[src/rtl/multi_wave_dds.sv]
// Multi-channel DDS: per-channel phase accumulator with shadowed config applied at wrap.
// Optional SYNC_START_EN adds a sync_start input that zeroes all accumulators at once.
module multi_wave_dds #(
    parameter int CH_NUM = 2,
    parameter int DW     = 8,
    parameter int PW     = 32
) (
    input  logic                 clk,
    input  logic                 rst_n,
    input  logic                 en,
    input  logic                 cfg_wr,
    input  logic [2:0]           cfg_ch,
    input  logic [PW-1:0]        cfg_freq_word,
    input  logic [PW-1:0]        cfg_phase,
    input  logic [DW:0]          cfg_amp,
    input  logic [1:0]           cfg_mode,
`ifdef SYNC_START_EN
    input  logic                 sync_start,
`endif
    output logic                 cfg_ack,
    output logic [CH_NUM-1:0]    cfg_pending,
    output logic [CH_NUM*DW-1:0] wave_out,
    output logic                 wave_valid,
    output logic [CH_NUM-1:0]    wrap_pulse
);

    localparam logic [DW:0] AMP_UNITY = {1'b1, {DW{1'b0}}};

    logic          sync_clr;
    logic          en_d1;
    logic          en_d2;
    logic          ack_q;
    logic [DW:0]   amp_sat;

`ifdef SYNC_START_EN
    assign sync_clr = sync_start;
`else
    assign sync_clr = 1'b0;
`endif

    assign amp_sat = (cfg_amp > AMP_UNITY) ? AMP_UNITY : cfg_amp;

    // wave_valid has no ready: each cycle it is high, wave_out carries one new sample
    // (the sample of the accumulator value two cycles earlier); no back-pressure.
    always_ff @(posedge clk or negedge rst_n) begin
        if (!rst_n) begin
            en_d1 <= 1'b0;
            en_d2 <= 1'b0;
            ack_q <= 1'b0;
        end else begin
            en_d1 <= en;
            en_d2 <= en_d1;
            ack_q <= cfg_wr;
        end
    end

    assign wave_valid = en_d2;
    assign cfg_ack    = ack_q;

    for (genvar i = 0; i < CH_NUM; i++) begin : g_ch
        logic [PW-1:0] acc;
        logic [PW-1:0] act_freq;
        logic [PW-1:0] act_phase;
        logic [DW:0]   act_amp;
        logic [1:0]    act_mode;
        logic [PW-1:0] sh_freq;
        logic [PW-1:0] sh_phase;
        logic [DW:0]   sh_amp;
        logic [1:0]    sh_mode;
        logic          pend;
        logic          wrap_q;
        logic [PW:0]   sum;
        logic          wr_hit;
        logic          apply;
        logic [PW-1:0] p;
        logic [DW-1:0] raw;
        logic [DW-1:0] raw_q;
        logic [DW:0]   amp_q;
        logic [DW-1:0] out_q;
        logic [2*DW:0] prod;
        logic          unused_bits;

        assign sum    = {1'b0, acc} + {1'b0, act_freq};
        assign wr_hit = cfg_wr && (cfg_ch == 3'(i));
        // A stopped channel (en low or zero step) never wraps, so it takes pending config at once.
        assign apply  = pend && (sync_clr || !en || sum[PW] || (act_freq == '0));
        assign p      = acc + act_phase;

        always_comb begin
            raw = '0;
            case (act_mode)
                2'd0:    raw = p[PW-1 -: DW];
                2'd1:    raw = p[PW-1] ? ~p[PW-2 -: DW] : p[PW-2 -: DW];
                2'd2:    raw = p[PW-1] ? '0 : '1;
                default: raw = '1;
            endcase
        end

        assign prod        = {{(DW+1){1'b0}}, raw_q} * {{DW{1'b0}}, amp_q};
        assign unused_bits = ^{p, prod};

        always_ff @(posedge clk or negedge rst_n) begin
            if (!rst_n) begin
                acc       <= '0;
                act_freq  <= '0;
                act_phase <= '0;
                act_amp   <= '0;
                act_mode  <= '0;
                sh_freq   <= '0;
                sh_phase  <= '0;
                sh_amp    <= '0;
                sh_mode   <= '0;
                pend      <= 1'b0;
                wrap_q    <= 1'b0;
                raw_q     <= '0;
                amp_q     <= '0;
                out_q     <= '0;
            end else begin
                if (sync_clr) begin
                    acc    <= '0;
                    wrap_q <= 1'b0;
                end else if (en) begin
                    acc    <= sum[PW-1:0];
                    wrap_q <= sum[PW];
                end else begin
                    wrap_q <= 1'b0;
                end

                if (apply) begin
                    act_freq  <= sh_freq;
                    act_phase <= sh_phase;
                    act_amp   <= sh_amp;
                    act_mode  <= sh_mode;
                end

                // A write racing an apply lands after it, so pending stays set.
                if (wr_hit) begin
                    sh_freq  <= cfg_freq_word;
                    sh_phase <= cfg_phase;
                    sh_amp   <= amp_sat;
                    sh_mode  <= cfg_mode;
                    pend     <= 1'b1;
                end else if (apply) begin
                    pend <= 1'b0;
                end

                if (en) begin
                    raw_q <= raw;
                    amp_q <= act_amp;
                end
                if (en_d1) begin
                    out_q <= prod[2*DW-1:DW];
                end
            end
        end

        assign wave_out[i*DW +: DW] = out_q;
        assign cfg_pending[i]       = pend;
        assign wrap_pulse[i]        = wrap_q;
    end

endmodule
[config.mk]
export PLATFORM = sky130hd
export DESIGN_NAME = multi_wave_dds
export DESIGN_NICKNAME = d
export VERILOG_FILES = /design/src/rtl/multi_wave_dds.sv
export SDC_FILE = /design/constraint.sdc
export NUM_CORES = 1
export LEC_CHECK = 0
export BUFFER_PORTS_ARGS = -buffer_cell sky130_fd_sc_hd__buf_2
export CORE_MARGIN = 3
export CORE_UTILIZATION = 33
export DETAILED_ROUTE_END_ITERATION = 10
export PLACE_DENSITY_LB_ADDON = 0.1
export SYNTH_ARGS = -nofsm -noshare
export SYNTH_HDL_FRONTEND = slang
export SYNTH_SLANG_ARGS = --single-unit
[constraint.sdc]
create_clock -name clk -period 12 [get_ports clk]
set_clock_uncertainty 0.2 [all_clocks]
set_input_delay 0.6 -clock clk [delete_from_list [all_inputs] [get_ports clk]]
set_output_delay 0.6 -clock clk [all_outputs]
set_load 0.02 [all_outputs]
Word-level counts from Yosys, hierarchy flattened
Cells that the tools add are included.
- input bits: 82
- flip-flop bits (word level): 421
- word-level logic and storage cells: 74
- output and inout bits: 22
- bitwise logic cells: 2
- $mul: 2
- eq/ne operators: 5
- muxes and demuxes: 13
- $lt $le $gt $ge: 1
- reduce and logical (&&, ||, !) cells: 16
- add/subtract/negate cells: 4
- operators with widths (operator ; number):
    $add A32 B32 Y33 ; 2
    $add A32 B32 Y32 ; 2
    $logic_not A32 Y1 ; 2
    $pmux W8 S3 ; 2
    $mul A8 B9 Y16 ; 2
    $mux W8 ; 4
    $not A8 Y8 ; 2
    $gt A9 B9 Y1 const B ; 1
    $mux W9 ; 1
    $mux W1 ; 6
    $eq A2 B1 Y1 const B ; 2
    $eq A2 B2 Y1 const B ; 2
    $logic_and A1 B1 Y1 ; 4
    $logic_not A2 Y1 ; 2
    $logic_or A1 B1 Y1 ; 4
    $reduce_bool A2 Y1 ; 2
    $eq A3 B1 Y1 const B ; 1
    $logic_not A3 Y1 ; 1
    $logic_not A1 Y1 ; 1

Longest topological paths before layout
Gate-level depths: netlist of run 1.
- depth in word-level cells: 6
- depth in mapped cells: 20
- mapped depth without buffers: 20

Least setup slack after synthesis of run 1
OpenSTA, ideal clock, no wires.
- path type: flip-flop to flip-flop
- from: register g_ch[0].raw_q[7]
- to: register g_ch[0].out_q[6]
- arrival time: 4279 ps
- required time: 11675 ps
- path buffers: 1
- stages on the path, launching flop included: 17
- clock period less this slack: 4603 ps
- setup slack: 7397 ps
- setup time: 125 ps
- cell sequence: dfrtp_1 clkbuf_1 nand2_1 fa_1 fa_1 inv_1 fa_1 inv_1 fa_1 inv_1 ha_1 o21a_1 o31ai_2 a21oi_1 a311oi_1 xnor2_1 mux2_2
- longest elaborated chain between the ends: 1
- ends and longest elaborated chain (item ; RTL line ; source):
    start: declaration ; 77 ; logic [DW-1:0] raw_q;
    start signal: assignment ; 148 ; raw_q <= raw;
    $mul A8 B9 Y16 ; 99 ; assign prod = {{(DW+1){1'b0}}, raw_q} * {{DW{1'b0}}, amp_q};
    end signal: assignment ; 152 ; out_q <= prod[2*DW-1:DW];
    end: declaration ; 79 ; logic [DW-1:0] out_q;
Every way passes these cells.
A chain may end at the register's enable or synchronous reset.

Worst setup path after layout of run 1
- from: register g_ch[0].raw_q[2]
- to: register g_ch[0].out_q[6]
Same word-level chain as after synthesis.

==> results of run 1 <==
## per-stage QoR
| step | setup WS [ns] | power [mW] | hold WS [ns] |
|---|---|---|---|
| after CTS | 6.95 | 9.31 | 0.00186 |
| after global routing | 6.70 | 10.1 | 0.0269 |
| after global placement | 7.05 | 7.64 | 0.262 |
| final | 6.99 | 9.14 | 0.0361 |
| after detailed placement | 6.97 | 7.72 | 0.262 |
| after floorplan | 7.40 | 6.51 | 0.104 |
## routing by layer
metal	vias up	GRT usage, %
met2	277	26.8
li1	8167	-
met3	81	4.20
met4	18	3.65
met5	-	0
met1	8420	19.9
## layout by cell type (no fill, tap or decap), drive strengths merged, types with 20 or more instances in the layout
master  synthesis  routed
a21o           47      47
a21oi          91      91
and2          115     115
buf            27     115
clkbuf         47      67
dfrtp         421     421
fa             82      82
ha            188     188
inv           150     153
mux2          302     302
nand2         293     293
nand2b         20      20
nand3          29      29
nand4          20      20
nor2           47      47
o21ai          72      72
xnor2          75      75
xor2           31      31
## state kept, by name, summed over array words and instances (netlist names), 16 cells and up
register and cells:
g_ch.act_freq 64, g_ch.raw_q 16, g_ch.acc 64, g_ch.act_amp 18, g_ch.sh_amp 18, g_ch.out_q 16, g_ch.sh_phase 64, g_ch.amp_q 18
g_ch.sh_freq 64, g_ch.act_phase 64
## final timing paths
kind | end | slack [ns] | cells after the start
max | g_ch[0].out_q[6]$_DFFE_PN0P_ | 6.99 | 20
max in group asynchronous | g_ch[0].acc[5]$_DFFE_PN0P_ | 8.96 | 4
max reg2reg | g_ch[0].out_q[6]$_DFFE_PN0P_ | 6.99 | 20
min reg2reg | g_ch[1].sh_phase[5]$_DFFE_PN0P_ | 0.27 | 2
min in group asynchronous | g_ch[0].out_q[1]$_DFFE_PN0P_ | 0.43 | 2
min | g_ch[1].sh_freq[12]$_DFFE_PN0P_ | 0.04 | 3
## power groups by stage
stage,clock network [mW],logic [mW],registers (mW)
after floorplan,0,4.18,2.33
after global placement,0,5.02,2.62
after detailed placement,0,5.09,2.63
after CTS,1.58,5.13,2.61
after global routing,1.64,5.77,2.67
final,1.52,5.05,2.57
## logic make-up after synthesis
| kind of cell | synth area share [%] |
|---|---|
| muxes | 14.3 |
| buffers and inverters | 4.06 |
| AOI/OAI and AO/OA | 8.89 |
| adders and majority gates | 15.7 |
| DFF | 41.4 |
| and+or+nand+nor | 12.0 |
| xor gates and xnor gates | 3.72 |
## area by class of cell
type	instances	share of cell area [%]
sequential	421	36.7
timing repair buffer	123	2.44
antenna	9	0.0786
clock inverter	23	0.860
multi-input combinational	1645	48.5
tap	1030	4.50
clock buffer	67	4.87
inverter	150	1.96
## critical path, delay by kind of cell (launching register included)
| family | cells | cell delay (ns) |
|---|---|---|
| AND/OR/NAND/NOR | 3 | 0.41 |
| flip-flops | 1 | 0.52 |
| buffers and inverters | 4 | 0.18 |
| XOR/XNOR | 1 | 0.10 |
| adder cells (fa/ha/maj) | 5 | 1.74 |
| AO/OA/AOI/OAI | 6 | 1.47 |
| multiplexers | 1 | 0.26 |
## timing repair
item / 4_1_cts / 5_1_grt
hold buffers: 8 / 0
gates resized for setup: 0 / 0
hold endpoints to repair: 113 / 0
==> out/results.ini, run 1 <==
[run_status]
status=completed

[cts]
htree_levels=2
cts_tree=yes
cts_buffers=50
insertion_delay_ns=0.60
clk_pin_slew_ns=0.07
root_buffer=clkbuf_16
clk_path_buf_depth=3
cts.sinks=421
cts_setup_buffers=0

[power_and_ir_drop]
sw_frac_of_total_pct=41.5
pwr-share-clk_pct=16.7
p_switching_mw=3.79
p_int_mw=5.35
leakage_nw=13.7
p_per_area_mw_per_mm2=319
sequentialPowerShare_pct=28.1
p_comb_share_pct=55.2
peakVddDrop_mv=0.119

[worst_setup_path]
crit_path_frequent_cell=inv_1
worstSetupEndpointType=register
r2r-start=g_ch[0].raw_q[2]$_DFFE_PN0P_
crit_type=reg -> reg
cp.arrival_ns=5.27
startpoint=g_ch[0].raw_q[2]$_DFFE_PN0P_
slowest_stage=fa_1
crit_chain=and2_1, ha_1, inv_1, fa_1, inv_1, ha_1, inv_1, fa_1, inv_1, ha_1, and4b_1, a31o_1, a21oi_1, nor2b_1, o21a_1, o31ai_2, a21oi_1, a311oi_1, xnor2_1, mux2_2
start_kind=register
cp.required_ns=12.26
critPathMaxFanout=10
slowest_delay_ns=0.54

[place]
routabilityCongestion=0.822
io_buffers=103
dp_hpwl_um=47600
dp.cells=3361
place_area_mm2=0.0269

[sta]
slew_viol_final=0
tns_ns=0
setup_violations=0
worst_slew_pin_slew_ns=0.986
rsz0062_at_grt=no
relSlewSlack_pct=34.3
fmax_mhz=200
finalCritPeriodShare_pct=41.7
hold_viol=0
period_needed_ns=5.01

[floorplanning]
start_util_pct=33.4
die_x_um=284
core_area_mm2=0.0762
std_cell_rows=101
ioPinCount=104
dieArea_mm2=0.0806
die_height_um=284

[grt]
grt_pass1_wl_um=101000
grt_start_max_net_pins=110
antenna_found_initial=19
overflow=0
grt_util_all_layers_pct=15.7
grt_pass1_vias=18000

[layout]
fillers=7551
fin_nets=2743
multi_input_area_mm2=0.0139
fin_util_pct=37.6
final_cell_area_mm2=0.0287
fin_cells=3468
area_growth_syn_to_layout_pct=12.6
drive_gt1_share_pct=19.3
regArea_mm2=0.0105

[route]
first_pass_iters=4
ant_nets=0
drc_errors=0
top_layer_used=met5
drt_iter0_markers=711
met2_length_um=30100
viasPerCell=4.89
wl_met3_um=3570
drt-met1-wl_um=28100
totalWireLength_um=63100
via_count=17000
avgRoutedWirePerCell_um=18.2

[synthesis]
synth_nets=2642
syn_avg_cell_area_um2=11.1
ys_types=84
synthArstFlopShare_pct=100
synthCells=2290
yosys_register_bits=421
synth-main-ff-cell=dfrtp_1
synth_commonest_cells=421 x dfrtp_1, 292 x nand2_1, 202 x mux2_2
syn_area_mm2=0.0255
synthTopCellsByArea=dfrtp_1 41%, ha_1 9.2%, mux2_2 8.9%, fa_1 6.4%, nand2_1 4.3%
yosysMostFrequentCell=dfrtp_1
synth_top_area_share_pct=41.4
synth_area_leader_cell=dfrtp_1
ys_warn_count=0
seq_area_frac_synth_pct=41.4
synth_edf_count=0

[min_path]
hp-class=in -> reg
hp-start=cfg_freq_word[12]

[job]
maxCapViolCount=0

Note: power is estimated with default switching activity, not from simulation.
==> run 2, diff against run 1 <==
- ABC_AREA: unset -> 1
- clock period: 12 -> 5 ns (I/O delays scaled with it)
==> run 2 against run 1 <==
Power up 150%. Critical endpoint is now g_ch[0].out_q[3]$_DFFE_PN0P_. First-iteration DRC count rose to 2.7 times the previous value. Die area up 14%. Non-clock buffer count up 84. Sequential power up 140%. Clock-buffer cell count up 3. Register-to-register slack worse by 6.5 ns. Largest power group unchanged. Hold slack worse by 0.013 ns. Synthesized cell count up 81%. Global-route usage up 4.1 points.
==> out/results.ini, run 2 <==
[synthesis]
yosysMostFrequentCell=nand2_1
synthArstFlopShare_pct=100
synth_commonest_cells=1494 x nand2_1, 631 x inv_1, 421 x dfrtp_1
synth_top_area_share_pct=36.0
ys_types=42
seq_area_frac_synth_pct=36.0
ys_warn_count=0
syn_area_mm2=0.0292
synth_nets=4489
syn_avg_cell_area_um2=7.07
synth_edf_count=0
synth_area_leader_cell=dfrtp_1
synthTopCellsByArea=dfrtp_1 36%, nand2_1 19%, inv_1 8.1%, ha_1 8.0%, fa_1 5.6%
synth-main-ff-cell=dfrtp_1
synthCells=4137
yosys_register_bits=421

[grt]
grt_start_max_net_pins=130
grt_pass1_wl_um=146000
antenna_found_initial=0
grt_pass1_vias=25100
overflow=0
grt_util_all_layers_pct=19.9

[place]
io_buffers=103
routabilityCongestion=0.918
dp_hpwl_um=71600

[cts]
cts_tree=yes
cts_resized=0
htree_levels=2
insertion_delay_ns=0.61
cts_buffers=52
cts.sinks=421
cts_setup_buffers=0
cts_hold_buf=86
root_buffer=clkbuf_16
clk_path_buf_depth=3
clk_pin_slew_ns=0.06

[worst_setup_path]
cpLargestDelayFamily=adder cells
crit_chain=nand2_1, inv_1, fa_1, fa_1, fa_1, inv_1, fa_1, inv_1, ha_1, a21oi_1, o21ai_0, o21bai_1, nand2_1, nand2_1, xor2_1, nand2_1, nand2_1
cp.arrival_ns=4.79
crit_path_frequent_cell=nand2_1
r2r_setup_slack_ns=0.48
worstSetupEndpointType=register
reg2regPathDepth=17
cp.required_ns=5.27
r2r-start=g_ch[0].raw_q[4]$_DFFE_PN0P_
slowest_stage=fa_1
crit_type=reg -> reg
critPathMaxFanout=10
cp_num_buf_inv=3
start_kind=register
slowest_delay_ns=0.56
r2r-end=g_ch[0].out_q[3]$_DFFE_PN0P_

[route]
first_pass_iters=6
drc_errors=0
avgRoutedWirePerCell_um=17.0
ant_nets=0
totalWireLength_um=92500
drt_iter0_markers=1886
viasPerCell=4.70
via_count=25600

[sta]
hold_viol=0
tns_ns=0
period_needed_ns=4.52
slew_viol_final=0
holdWs_ns=0.0233
fmax_mhz=221
finalCritPeriodShare_pct=90.5
relSlewSlack_pct=32.5
setup_violations=0
rsz0062_at_grt=no
worst_slew_pin_slew_ns=1.01

[job]
maxCapViolCount=0

[run_status]
status=completed

[layout]
layout_commonest_cell=nand2_1
drive_gt1_share_pct=5.73
antenna_cells=0
final_cell_mix=1494 x nand2_1, 629 x inv_1, 419 x dfrtp_1
fillers=9392
area_growth_syn_to_layout_pct=14.4
fin_nets=4603

[floorplanning]
dieArea_mm2=0.0922
start_util_pct=33.5
ioPinCount=104
core_area_mm2=0.0873
die_height_um=304
std_cell_rows=108
die_x_um=304

[min_path]
hp-class=in -> async

[power_and_ir_drop]
p_per_area_mw_per_mm2=676
peakVddDrop_mv=0.353
leakage_nw=18.5

[run 2: cell types whose count changed in the layout (fill, tap and decap cells not counted), sizes merged, moves of 14 or more]
| cell | before | now |
|---|---|---|
| xnor2 | 75 | 30 |
| nand3 | 29 | 294 |
| dlygate4sd3 | 8 | 86 |
| nand2b | 20 | 0 |
| and2 | 115 | 0 |
| and3 | 14 | 0 |
| a21oi | 91 | 157 |
| a21o | 47 | 2 |
| nor2 | 47 | 258 |
| mux2 | 302 | 0 |
| o21ai | 72 | 252 |
| nand2 | 293 | 1496 |
| nor2b | 19 | 0 |
| inv | 153 | 637 |
[run 2: area by class of cell]
class                   instances  area (um^2)  area share, %
clock buffers                  70         1540           4.61
repair buffers                207         1590           4.74
well taps                    1155         1450           4.32
multi-input cells            2935        15700           46.8
clock inverters                27          314          0.939
flip-flops and latches        421        10500           31.5
inverters                     634         2380           7.12
[run 2: cells by family after synthesis]
logic type                 count (synthesis)  synth area share (%)
AOI/OAI and AO/OA                        463                  8.44
xor gates and xnor gates                  48                  1.44
adders and majority gates                270                  13.7
buffers and inverters                    781                  10.5
DFF                                      421                  36.0
and+or+nand+nor                         2154                  29.9
[run 2: worst register-to-register path, stage by stage, from the launching register on]
cell	delay, ns
dfrtp_1	0.51
nand2_1	0.13
inv_1	0.06
fa_1	0.56
fa_1	0.46
fa_1	0.54
inv_1	0.05
fa_1	0.52
inv_1	0.04
ha_1	0.34
a21oi_1	0.23
o21ai_0	0.12
o21bai_1	0.22
nand2_1	0.09
nand2_1	0.06
xor2_1	0.15
nand2_1	0.06
nand2_1	0.07
[run 2: routing by layer]
| metal | part of all wire (%) | track usage [%] | vias up |
|---|---|---|---|
| met2 | 43 | 30.8 | 482 |
| li1 | - | - | 13200 |
| met5 | 0 | 0 | - |
| met3 | 3.7 | 2.17 | 105 |
| met1 | 51 | 29.9 | 11800 |
| met4 | 1.9 | 4.04 | 0 |
[run 2: worst max path at each step]
| stage | end | slack (ns) | start | cells past startpoint |
|---|---|---|---|---|
| 6_report | g_ch[0].out_q[3]$_DFFE_PN0P_ | 0.48 | g_ch[0].raw_q[4]$_DFFE_PN0P_ | 17 |
| 5_1_grt | g_ch[0].out_q[7]$_DFFE_PN0P_ | 0.12 | g_ch[0].raw_q[6]$_DFFE_PN0P_ | 15 |
| 4_1_cts | g_ch[0].out_q[7]$_DFFE_PN0P_ | 0.45 | g_ch[0].raw_q[5]$_DFFE_PN0P_ | 15 |
| 3_5_place_dp | g_ch[0].out_q[7]$_DFFE_PN0P_ | 0.48 | g_ch[0].amp_q[4]$_DFFE_PN0P_ | 15 |
| 3_3_place_gp | g_ch[0].out_q[2]$_DFFE_PN0P_ | 0.48 | g_ch[0].raw_q[7]$_DFFE_PN0P_ | 18 |
| 2_1_floorplan | g_ch[0].out_q[2]$_DFFE_PN0P_ | 0.73 | g_ch[0].raw_q[7]$_DFFE_PN0P_ | 19 |
[run 2: per-stage QoR]
| stage | cell area (um^2) | total power, mW | setup slack [ns] | utilization, % | cells |
|---|---|---|---|---|---|
| 2_1_floorplan | 29200 | 14.4 | 0.734 | - | 4137 |
| 3_3_place_gp | 30700 | 18.6 | 0.477 | 35.2 | 5266 |
| 3_5_place_dp | 30700 | 18.5 | 0.481 | 35.2 | 5266 |
| 4_1_cts | 33500 | 22.8 | 0.455 | 38.3 | 5449 |
| 5_1_grt | 33500 | 25.0 | 0.116 | 38.3 | 5449 |
| 6_report | 33500 | 22.6 | 0.477 | 38.3 | 5449 |
[run 2: report_power, final]
part	switching [mW]	leakage, nW	total, mW	internal [mW]
Combinational	8.01	12.3	12.4	4.40
Sequential	1.51	5.34	6.13	4.62
Clock	1.64	0.918	4.07	2.43
==> run 3, diff against run 2 <==
- REMOVE_ABC_BUFFERS: unset -> 1
==> run 3 against run 2 <==
Sequential share of layout area about the same. Cell area about the same. Hold slack improved by 0.023 ns. Die area unchanged. Maximum frequency decreased by 1.3%. Sequential power decreased by 3%. Critical path depth increased by 1. Sequential cell count unchanged. Largest power group unchanged.
==> out/results.ini, run 3 (synthesis gave the netlist of run 2 again) <==
[sta]
fmax_mhz=218
holdWs_ns=0.0461
worst_slew_pin_slew_ns=0.853
setup_violations=0
hold_viol=0
tns_ns=0
period_needed_ns=4.58
finalCritPeriodShare_pct=91.7
relSlewSlack_pct=42.6
slew_viol_final=0
rsz0062_at_grt=no

[floorplanning]
die_height_um=304
dieArea_mm2=0.0922
ioPinCount=104
start_util_pct=33.5
die_x_um=304
std_cell_rows=108
core_area_mm2=0.0873

[place]
io_buffers=103
routabilityCongestion=0.899
dp_hpwl_um=70100

[layout]
drive_gt1_share_pct=5.54
layout_commonest_cell=nand2_1
final_cell_mix=1494 x nand2_1, 629 x inv_1, 419 x dfrtp_1
area_growth_syn_to_layout_pct=14.4
antenna_cells=0
fin_nets=4608

[route]
viasPerCell=4.71
totalWireLength_um=90900
avgRoutedWirePerCell_um=16.7
drt_iter0_markers=1536
first_pass_iters=6
drc_errors=0
via_count=25600
ant_nets=0

[job]
maxCapViolCount=0

[grt]
met1_usage_pct=29.2
grt_util_all_layers_pct=19.7
grt_start_max_net_pins=106
use_met2_pct=31.1
antenna_found_initial=0
gr-usage-met3_pct=2.24
grt_pass1_wl_um=147000
grt-busiest-layer=met2
overflow=0
grt_pass1_vias=25300

[worst_setup_path]
cp.required_ns=5.33
critPathMaxFanout=10
slowest_stage=dfrtp_1
slowest_delay_ns=0.57
cpLargestDelayFamily=adder cells
start_kind=register
crit_path_frequent_cell=nand2_1
cp_num_buf_inv=4
worstSetupEndpointType=register
crit_type=reg -> reg
crit_chain=nand2_1, fa_1, fa_1, inv_1, fa_1, inv_1, fa_1, inv_1, ha_1, nand2_1, inv_1, nand3_1, o21bai_1, nand2_1, nand2_1, xor2_1, nand2_1, nand2_1
cp.arrival_ns=4.92
cp.depth=18
reg2regPathDepth=18

[power_and_ir_drop]
leakage_nw=18.5
peakVddDrop_mv=0.483
p_per_area_mw_per_mm2=653

[run_status]
status=completed

[min_path]
hp-class=in -> async

[cts]
cts.sinks=421
clk_path_buf_depth=3
insertion_delay_ns=0.62
cts_tree=yes
cts_resized=0
cts_setup_buffers=0
htree_levels=2
root_buffer=clkbuf_16
cts_hold_buf=86
clk_pin_slew_ns=0.06
cts_buffers=51

## run 3: cell types whose count changed in the layout (fill, tap and decap cells not counted), sizes merged
cell    delta
clkinv     -9
bufinv     +5
inv        -2
buf        +6
## run 3: path summary, 6_finish.rpt
kind / endpoint / from / slack [ns]
min in group clk: en_d1$_DFF_PN0_ / en / 0.13
worst min-delay path: g_ch[0].out_q[4]$_DFFE_PN0P_ / rst_n / 0.05
worst max register to register: g_ch[0].out_q[2]$_DFFE_PN0P_ / g_ch[0].raw_q[7]$_DFFE_PN0P_ / 0.42
max in group asynchronous: g_ch[1].acc[15]$_DFFE_PN0P_ / rst_n / 3.24
worst min register to register: g_ch[1].act_amp[5]$_DFFE_PN0P_ / g_ch[1].act_amp[5]$_DFFE_PN0P_ / 0.27
worst max-delay path: g_ch[0].out_q[2]$_DFFE_PN0P_ / g_ch[0].raw_q[7]$_DFFE_PN0P_ / 0.42
## run 3: routing by layer
layer / routed length, um / part of all wire (%)
met1: 45600 / 50
met4: 1800 / 2.0
met3: 3250 / 3.6
met2: 40300 / 44
met5: 0 / 0
## run 3: final cells by class
| cell class | instances | area, um^2 |
|---|---|---|
| timing repair buffer | 213 | 1620 |
| fill | 9449 | 53800 |
| inverter | 634 | 2380 |
| clock buffer | 70 | 1430 |
| sequential | 421 | 10500 |
| multi-input combinational | 2935 | 15600 |
| tap | 1155 | 1450 |
| clock inverter | 21 | 402 |
## run 3: where the power goes
part / leakage [nW] / internal (mW) / total [mW] / switching (mW)
Sequential: 5.34 / 4.56 / 5.95 / 1.39
Combinational: 12.3 / 4.21 / 11.8 / 7.60
Clock: 0.888 / 2.52 / 4.09 / 1.57
## run 3: through the flow
stage	instances	cell area (um^2)	total power, mW	util, %	setup slack, ns
final	5449	33500	21.8	38.3	0.417
after global routing	5449	33500	24.3	38.3	0.135
after CTS	5449	33500	22.1	38.3	0.430
after detailed placement	5272	30800	17.8	35.2	0.459
after global placement	5272	30800	17.8	35.2	0.482
after floorplan	3990	28500	15.3	-	0.835
